## src/rtl/alu_issue_stage.sv

```systemverilog
// RV32I decode-to-execute issue stage: decodes the instruction into ALU operands/control
// plus branch/writeback sideband, held in one valid/ready ID/EX register with flush.
module alu_issue_stage (
    input  logic        clk,
    input  logic        rst_n,
    input  logic        in_valid,
    output logic        in_ready,
    input  logic [31:0] in_instr,
    input  logic [31:0] in_pc,
    input  logic [31:0] in_rs1_data,
    input  logic [31:0] in_rs2_data,
    input  logic        flush,
    output logic        out_valid,
    input  logic        out_ready,
    output logic [31:0] operand_a,
    output logic [31:0] operand_b,
    output logic [3:0]  alu_control,
    output logic [4:0]  out_rd,
    output logic        out_reg_write,
    output logic        out_is_branch,
    output logic [2:0]  out_branch_f3,
    output logic        out_illegal
);

    localparam int unsigned XLEN   = 32;
    localparam int unsigned CTRL_W = 4;

    localparam logic [CTRL_W-1:0] ALU_AND  = 4'b0000;
    localparam logic [CTRL_W-1:0] ALU_OR   = 4'b0001;
    localparam logic [CTRL_W-1:0] ALU_ADD  = 4'b0010;
    localparam logic [CTRL_W-1:0] ALU_SLL  = 4'b0011;
    localparam logic [CTRL_W-1:0] ALU_XOR  = 4'b0100;
    localparam logic [CTRL_W-1:0] ALU_SRL  = 4'b0101;
    localparam logic [CTRL_W-1:0] ALU_SUB  = 4'b0110;
    localparam logic [CTRL_W-1:0] ALU_SLT  = 4'b0111;
    localparam logic [CTRL_W-1:0] ALU_SLTU = 4'b1000;
    localparam logic [CTRL_W-1:0] ALU_SRA  = 4'b1001;

    localparam logic [6:0] OPC_OP     = 7'b0110011;
    localparam logic [6:0] OPC_OP_IMM = 7'b0010011;
    localparam logic [6:0] OPC_LUI    = 7'b0110111;
    localparam logic [6:0] OPC_AUIPC  = 7'b0010111;
    localparam logic [6:0] OPC_LOAD   = 7'b0000011;
    localparam logic [6:0] OPC_STORE  = 7'b0100011;
    localparam logic [6:0] OPC_JAL    = 7'b1101111;
    localparam logic [6:0] OPC_JALR   = 7'b1100111;
    localparam logic [6:0] OPC_BRANCH = 7'b1100011;

    localparam logic [6:0] F7_ZERO = 7'b0000000;
    localparam logic [6:0] F7_ALT  = 7'b0100000;

    // Instruction fields and immediates
    logic [6:0]      opcode;
    logic [2:0]      funct3;
    logic [6:0]      funct7;
    logic [4:0]      rd;
    logic [XLEN-1:0] imm_i;
    logic [XLEN-1:0] imm_s;
    logic [XLEN-1:0] imm_u;

    assign opcode = in_instr[6:0];
    assign rd     = in_instr[11:7];
    assign funct3 = in_instr[14:12];
    assign funct7 = in_instr[31:25];
    assign imm_i  = {{20{in_instr[31]}}, in_instr[31:20]};
    assign imm_s  = {{20{in_instr[31]}}, in_instr[31:25], in_instr[11:7]};
    assign imm_u  = {in_instr[31:12], 12'b0};

    // Shared funct3 -> ALU op mapping for OP and OP-IMM; alt selects SUB/SRA
    function automatic logic [CTRL_W-1:0] f3_to_ctrl(input logic [2:0] f3, input logic alt);
        logic [CTRL_W-1:0] c;
        c = ALU_AND;
        case (f3)
            3'b000:  c = alt ? ALU_SUB : ALU_ADD;
            3'b001:  c = ALU_SLL;
            3'b010:  c = ALU_SLT;
            3'b011:  c = ALU_SLTU;
            3'b100:  c = ALU_XOR;
            3'b101:  c = alt ? ALU_SRA : ALU_SRL;
            3'b110:  c = ALU_OR;
            default: c = ALU_AND;
        endcase
        return c;
    endfunction

    logic [XLEN-1:0]   dec_a;
    logic [XLEN-1:0]   dec_b;
    logic [CTRL_W-1:0] dec_ctrl;
    logic              dec_wb;
    logic              dec_br;
    logic              dec_ill;
    logic              dec_rw;

    // Combinational decode of the incoming instruction
    always_comb begin
        dec_a    = '0;
        dec_b    = '0;
        dec_ctrl = ALU_ADD;
        dec_wb   = 1'b0;
        dec_br   = 1'b0;
        dec_ill  = 1'b0;
        case (opcode)
            OPC_OP: begin
                dec_a  = in_rs1_data;
                dec_b  = in_rs2_data;
                dec_wb = 1'b1;
                if (funct7 == F7_ZERO) begin
                    dec_ctrl = f3_to_ctrl(funct3, 1'b0);
                end else if (funct7 == F7_ALT && (funct3 == 3'b000 || funct3 == 3'b101)) begin
                    dec_ctrl = f3_to_ctrl(funct3, 1'b1);
                end else begin
                    dec_ill = 1'b1;
                end
            end
            OPC_OP_IMM: begin
                dec_a    = in_rs1_data;
                dec_b    = imm_i;
                dec_wb   = 1'b1;
                dec_ctrl = f3_to_ctrl(funct3, 1'b0);
                if (funct3 == 3'b001 && funct7 != F7_ZERO) begin
                    dec_ill = 1'b1;
                end else if (funct3 == 3'b101) begin
                    if (funct7 == F7_ALT) begin
                        dec_ctrl = ALU_SRA;
                    end else if (funct7 != F7_ZERO) begin
                        dec_ill = 1'b1;
                    end
                end
            end
            OPC_LUI: begin
                dec_b  = imm_u;
                dec_wb = 1'b1;
            end
            OPC_AUIPC: begin
                dec_a  = in_pc;
                dec_b  = imm_u;
                dec_wb = 1'b1;
            end
            OPC_LOAD: begin
                dec_a  = in_rs1_data;
                dec_b  = imm_i;
                dec_wb = 1'b1;
            end
            OPC_STORE: begin
                dec_a = in_rs1_data;
                dec_b = imm_s;
            end
            OPC_JAL, OPC_JALR: begin
                dec_a  = in_pc;
                dec_b  = XLEN'(4);
                dec_wb = 1'b1;
            end
            OPC_BRANCH: begin
                dec_a  = in_rs1_data;
                dec_b  = in_rs2_data;
                dec_br = 1'b1;
                case (funct3)
                    3'b000, 3'b001: dec_ctrl = ALU_SUB;
                    3'b100, 3'b101: dec_ctrl = ALU_SLT;
                    3'b110, 3'b111: dec_ctrl = ALU_SLTU;
                    default:        dec_ill  = 1'b1;
                endcase
            end
            default: dec_ill = 1'b1;
        endcase
        // Illegal encodings present a neutral op to the ALU
        if (dec_ill) begin
            dec_a    = '0;
            dec_b    = '0;
            dec_ctrl = ALU_AND;
            dec_wb   = 1'b0;
            dec_br   = 1'b0;
        end
    end

    assign dec_rw = dec_wb && (rd != 5'd0);

    logic              valid_q, valid_d;
    logic [XLEN-1:0]   a_q;
    logic [XLEN-1:0]   b_q;
    logic [CTRL_W-1:0] ctrl_q;
    logic [4:0]        rd_q;
    logic              rw_q;
    logic              br_q;
    logic [2:0]        f3_q;
    logic              ill_q;
    logic              accept;

    assign in_ready = !valid_q || out_ready;
    assign accept   = in_valid && in_ready && !flush;

    // Valid tracking: flush beats accept, accept beats drain
    always_comb begin
        valid_d = valid_q;
        if (flush) begin
            valid_d = 1'b0;
        end else if (accept) begin
            valid_d = 1'b1;
        end else if (out_ready) begin
            valid_d = 1'b0;
        end
    end

    always_ff @(posedge clk or negedge rst_n) begin
        if (!rst_n) begin
            valid_q <= 1'b0;
            a_q     <= '0;
            b_q     <= '0;
            ctrl_q  <= '0;
            rd_q    <= '0;
            rw_q    <= 1'b0;
            br_q    <= 1'b0;
            f3_q    <= '0;
            ill_q   <= 1'b0;
        end else begin
            valid_q <= valid_d;
            if (accept) begin
                a_q    <= dec_a;
                b_q    <= dec_b;
                ctrl_q <= dec_ctrl;
                rd_q   <= rd;
                rw_q   <= dec_rw;
                br_q   <= dec_br;
                f3_q   <= funct3;
                ill_q  <= dec_ill;
            end
        end
    end

    assign out_valid     = valid_q;
    assign operand_a     = a_q;
    assign operand_b     = b_q;
    assign alu_control   = ctrl_q;
    assign out_rd        = rd_q;
    assign out_reg_write = rw_q;
    assign out_is_branch = br_q;
    assign out_branch_f3 = f3_q;
    assign out_illegal   = ill_q;

endmodule

```

## config.mk

```make
export PLATFORM = sky130hd
export DESIGN_NAME = alu_issue_stage
export DESIGN_NICKNAME = d
export VERILOG_FILES = /design/src/rtl/alu_issue_stage.sv
export SDC_FILE = /design/constraint.sdc
export NUM_CORES = 1
export LEC_CHECK = 0
export BUFFER_PORTS_ARGS = -buffer_cell sky130_fd_sc_hd__buf_2
export CAP_MARGIN = 20
export CORE_MARGIN = 2
export CORE_UTILIZATION = 42
export CTS_BUF_LIST = sky130_fd_sc_hd__clkbuf_4
export CTS_CLUSTER_SIZE = 16
export DETAILED_ROUTE_END_ITERATION = 12
export PLACE_DENSITY = 0.79
export RECOVER_POWER = 50
export SYNTH_ARGS = -nofsm -noshare
export SYNTH_HDL_FRONTEND = slang
export SYNTH_SLANG_ARGS = --single-unit
export TNS_END_PERCENT = 10
```

## constraint.sdc

```tcl
create_clock -name clk -period 1.7 [get_ports clk]
set_input_delay 0.17 -clock clk [delete_from_list [all_inputs] [get_ports clk]]
set_output_delay 0.17 -clock clk [all_outputs]
set_load 0.02 [all_outputs]
```

==> results of run 1 <==
## report_power, final
| part | switching [uW] | internal [uW] |
|---|---|---|
| clock | 667 | 479 |
| combinational | 340 | 306 |
| sequential | 20.0 | 1940 |
## repair_timing
action | in CTS | in global routing
endpoints found under the setup margin | 71 | 76
gates cloned | 0 | 0
buffers inserted | 0 | 0
hold endpoints to repair | 103 | 1
resized for setup | 10 | 9
pin swaps | 5 | 2
hold buffers | 30 | 1
## per-stage QoR
step	power, uW	hold WS, ns
global placement	2570	0.0630
detailed placement	2590	0.0710
global route	3950	0.00405
floorplan	2220	-0.126
CTS	3800	0.000403
finish	3750	0.0266
## logic make-up after synthesis
family / Yosys count / synth area share (%)
AO/OA/AOI/OAI: 166 / 26.7
XOR/XNOR: 2 / 0.443
buffers and inverters: 39 / 5.22
flip-flops: 80 / 50.6
multiplexers: 9 / 2.53
AND/OR/NAND/NOR: 123 / 14.5
## state kept, by name (all words and copies together), names as in the netlist
name / count
operand_a: 32
operand_b: 32
out_rd: 5
alu_control: 4
out_branch_f3: 3
out_illegal: 1
out_is_branch: 1
out_reg_write: 1
out_valid: 1
## critical path: stages (launching register included)
cell and delay [ns]:
dfrtp_2 0.44, nand2b_4 0.08, nand3b_1 0.12, a311o_1 0.30, or3_4 0.43, buf_6 0.18
o21ai_1 0.16
## synthesized netlist by cell type (all sizes together) (3+ instances only)
| master | instances | area share (%) |
|---|---|---|
| o21ai | 75 | 9.5 |
| inv | 3 | 0.28 |
| nor2b | 8 | 1.3 |
| dfrtp | 80 | 51 |
| a221oi | 21 | 4.6 |
| nand2b | 7 | 1.3 |
| a22oi | 40 | 7.6 |
| mux2 | 8 | 2.3 |
| nor2 | 11 | 1.0 |
| clkbuf | 27 | 2.6 |
| nand4 | 4 | 0.63 |
| a21oi | 15 | 1.9 |
| buf | 9 | 2.4 |
| nand3 | 4 | 0.51 |
| nand2 | 76 | 7.2 |
## final timing paths
| path | slack (ns) | end | start |
|---|---|---|---|
| worst max-delay path | -0.12 | operand_b[24] | out_valid |
| worst min-delay path | 0.03 | operand_a[3] | in_rs1_data[3] |
| worst max register to register | -0.12 | operand_b[24] | out_valid |
| worst min register to register | 0.49 | alu_control[1] | alu_control[1] |
| max in group asynchronous | 0.13 | out_valid | rst_n |
| min in group asynchronous | 0.42 | operand_b[22] | rst_n |
## layer usage
layer / global-route usage (%) / vias up / wire length (um)
li1: - / 2075 / -
met1: 32.0 / 2151 / 5330
met2: 47.1 / 260 / 7100
met3: 5.20 / 41 / 1040
met4: 12.2 / 0 / 456
met5: 0 / - / 0
## cell type report
class / count / area, um2 / area share, %
tap: 111 / 139 / 2.34
clock buffer: 11 / 82.6 / 1.39
clock inverter: 5 / 57.6 / 0.971
multi-input combinational: 300 / 1810 / 30.6
inverter: 3 / 11.3 / 0.190
sequential: 80 / 2000 / 33.8
timing repair buffer: 294 / 1820 / 30.7
==> impl_metrics.json, run 1 <==
{
  "track_usage_pct": 27.0,
  "wirelength_mm": 13.9,
  "finClkSkew_ns": 0.0182,
  "synth_seq_area_share_pct": 50.6,
  "synth_area_um2": 3960,
  "cts_made_buffers": 9,
  "num-fill-cells": 772,
  "hold_viol_final": 0,
  "hpwl_mm": 10.3,
  "fp.dieH_um": 101,
  "synth-main-ff-cell": "dfrtp_1",
  "grt_max_degree": 46,
  "grt_pass1_vias": 4410,
  "htree_levels": 3,
  "ir_worst_vdd_uv": 328,
  "routabilityCongestion": 0.908,
  "final_nets": 821,
  "tns_ns": -4.79,
  "ys_ff_latch": 80,
  "clock_latency_ns": 0.43,
  "rsz0062_at_grt": "yes",
  "dieArea_um2": 10200,
  "min_path_type": "input port to flip-flop",
  "antenna_cells": 0,
  "tightest_slew_ns": 1.05,
  "mostFrequentLayoutCells": "207 x buf_2, 79 x dfrtp_1, 76 x nand2_1, 61 x o21ai_1, 40 x a22oi_1",
  "startpoint_type": "flip-flop",
  "async_flop_share_pct": 100,
  "holdPathStages": 3,
  "status": "complete, but fails checks",
  "io_buffer_count": 213,
  "synthesis.nets": 552,
  "dr.first_iter.drc_count": 230,
  "worstPathArrival_ns": 2.16,
  "synth_cell_types": 43,
  "dp.cells": 756,
  "path_class": "flip-flop to flip-flop",
  "violations": "negative setup slack",
  "synth_cells": 419,
  "crit_required_ns": 2.04,
  "synth-edff-count": 0,
  "post-route-util_pct": 64.4,
  "maxSlewHeadroom_pct": 30.3,
  "rows": 35,
  "area_growth_pct": 49.7,
  "ys_warn_count": 0,
  "grt.overflow.total": 0,
  "core-area_um2": 9200,
  "die_w_um": 101,
  "place_ws_ns": -0.503,
  "dpl_cell_area_um2": 5410,
  "syn_avg_cell_area_um2": 9.45,
  "p_per_area_nw_per_um2": 634,
  "setup_viol": 71,
  "via_per_inst": 5.63,
  "maxCapViolations": 0,
  "p_leak_uw": 0.00284,
  "drcViolationCount": 0,
  "final.setup.worst_slack_ns": -0.116,
  "cts_tree": "yes",
  "cts.reportedPaths.clkPinSlew_ns": 0.13,
  "fmax_ghz": 0.551,
  "clk_path_buf_depth": 2,
  "drive_above_1_share_pct": 43.3,
  "fin_crit_sh_pct": 107,
  "critPathCaptureType": "flip-flop",
  "vias": 4527,
  "cts_root_buffer": "clkbuf_4",
  "antenna_found_initial": 0,
  "clkSinkCount": 80,
  "ioPinCount": 214,
  "drv_slew": 0,
  "cp_max_fo": 17,
  "ant_nets": 0,
  "wl_per_cell_um": 17.3,
  "fin_crit_ns": 1.82,
  "detail_route.first_pass.iterations": 5,
  "stdcell_count": 804,
  "mostFrequentLayoutCell": "buf_2",
  "reg2reg_depth": 6,
  "fin_area_um2": 5930,
  "start_util_pct": 43.0,
  "grt_first_pass_wirelength_mm": 21.4
}
(Power assumes the default switching activity.)
==> run 2, diff against run 1 <==
--- a/config.mk
+++ b/config.mk
@@ -12,6 +12,7 @@
 export CTS_BUF_LIST = sky130_fd_sc_hd__clkbuf_4
 export CTS_CLUSTER_SIZE = 16
 export DETAILED_ROUTE_END_ITERATION = 12
+export HOLD_SLACK_MARGIN = 0.06
 export PLACE_DENSITY = 0.79
 export RECOVER_POWER = 50
 export SYNTH_ARGS = -nofsm -noshare
==> impl_metrics.json, run 2 (synthesis gave the netlist of run 1 again) <==
{
  "fp.dieH_um": 101,
  "tightest_slew_ns": 1.08,
  "drv_slew": 0,
  "internal_power_uw": 2850,
  "final_nets": 902,
  "mostFrequentLayoutCells": "207 x buf_2, 112 x dlygate4sd3_1, 79 x dfrtp_1, 76 x nand2_1, 56 x o21ai_1",
  "cts_root_buffer": "clkbuf_4",
  "power.share.switching_pct": 27.8,
  "ff_latch_area_um2": 2000,
  "htree_levels": 3,
  "cp_max_fo": 23,
  "tns_ns": -5.59,
  "fmax_ghz": 0.552,
  "dr.first_iter.drc_count": 343,
  "min_path_type": "input port to flip-flop",
  "multi_input_area_um2": 1830,
  "drcViolationCount": 0,
  "num-fill-cells": 611,
  "p_leak_uw": 0.00318,
  "detail_route.first_pass.iterations": 5,
  "clock_latency_ns": 0.44,
  "mostFrequentLayoutCell": "buf_2",
  "setup_viol": 71,
  "grt_first_pass_wirelength_mm": 25.1,
  "antenna_found_initial": 0,
  "routabilityCongestion": 0.908,
  "cts.reportedPaths.clkPinSlew_ns": 0.14,
  "rsz0062_at_grt": "yes",
  "p_comb_share_pct": 20.5,
  "worstPathArrival_ns": 2.16,
  "die_w_um": 101,
  "ant_nets": 0,
  "grt_pass1_vias": 5080,
  "hpwl_mm": 10.3,
  "post-route-util_pct": 73.5,
  "wl_per_cell_um": 19.1,
  "p_per_area_nw_per_um2": 584,
  "final.setup.worst_slack_ns": -0.110,
  "via_per_inst": 5.70,
  "critPathCaptureType": "flip-flop",
  "start_util_pct": 43.0,
  "wirelength_mm": 16.9,
  "vias": 5041,
  "cts_made_buffers": 9,
  "clkPwrFrac_pct": 29.7,
  "grt.overflow.total": 0,
  "power_frac_seq_pct": 49.8,
  "hold_viol_final": 0,
  "maxSlewHeadroom_pct": 27.8,
  "rows": 35,
  "startpoint_type": "flip-flop",
  "clk_path_buf_depth": 2,
  "finClkSkew_ns": 0.0206,
  "clkSinkCount": 80,
  "track_usage_pct": 32.0,
  "fin_crit_sh_pct": 106,
  "violations": "negative setup slack",
  "ioPinCount": 214,
  "status": "complete, but fails checks",
  "ir_worst_vdd_uv": 324,
  "area_growth_pct": 70.7,
  "dp.cells": 756,
  "place_ws_ns": -0.503,
  "path_class": "flip-flop to flip-flop",
  "maxCapViolations": 0,
  "drive_above_1_share_pct": 39.4,
  "cts_tree": "yes",
  "io_buffer_count": 213,
  "stdcell_count": 885,
  "fin_crit_ns": 1.81,
  "power_switching_uw": 1100,
  "crit_required_ns": 2.05,
  "grt_max_degree": 46,
  "antenna_cells": 0,
  "dieArea_um2": 10200,
  "core-area_um2": 9200
}
[run 2: final timing paths]
check                      slack [ns]           start             end  cells after the start
max                             -0.11       out_valid   operand_a[31]                      6
min                               0.1    in_instr[22]   operand_b[22]                      3
max reg2reg                     -0.11       out_valid   operand_a[31]                      6
min reg2reg                      0.49  alu_control[1]  alu_control[1]                      2
max in group asynchronous        0.09           rst_n       out_valid                      3
min in group asynchronous        0.43           rst_n   operand_b[18]                      2
[run 2: through the flow]
stage,hold WS (ns),total power (uW),instance area [um2]
3_3_place_gp,0.0630,2570,5410
6_report,0.0974,3940,6760
2_1_floorplan,-0.126,2220,3970
3_5_place_dp,0.0710,2590,5410
5_1_grt,0.0740,4110,6760
4_1_cts,0.0633,3930,6700
[run 2: per-layer routing]
| layer | vias up | global-route usage, % | part of all wire (%) |
|---|---|---|---|
| li1 | 2242 | - | - |
| met1 | 2379 | 36.4 | 36 |
| met2 | 345 | 55.1 | 49 |
| met3 | 75 | 7.07 | 9.1 |
| met4 | 0 | 18.4 | 5.3 |
| met5 | - | 0 | 0 |
[run 2: critical path: stages (launching register included)]
cell and delay [ns]:
dfrtp_2 0.44, nand2b_4 0.08, nand3b_1 0.13, a311o_1 0.31
or3_4 0.43, buf_12 0.19, o21ai_1 0.14
[run 2: power by group through the flow]
| stage | Sequential (uW) | Clock (uW) | Combinational (uW) |
|---|---|---|---|
| 2_1_floorplan | 2050 | 0 | 171 |
| 3_3_place_gp | 2000 | 0 | 575 |
| 3_5_place_dp | 2000 | 0 | 591 |
| 4_1_cts | 1960 | 1190 | 782 |
| 5_1_grt | 1970 | 1280 | 860 |
| 6_report | 1960 | 1170 | 811 |
[run 2: what timing repair did]
| item | in CTS | in global routing |
|---|---|---|
| pin swaps | 5 | 5 |
| resized for setup | 10 | 14 |
| hold buffers | 111 | 1 |
| setup buffers | 0 | 0 |
| setup endpoints to repair | 71 | 76 |
| endpoints found under the hold margin | 149 | 1 |
[run 2: cell type report]
cell class	count	share of cell area, %
clock inverter	5	0.852
tap	111	2.06
clock buffer	11	1.22
inverter	3	0.167
multi-input combinational	300	27.1
sequential	80	29.7
timing repair buffer	375	39.0
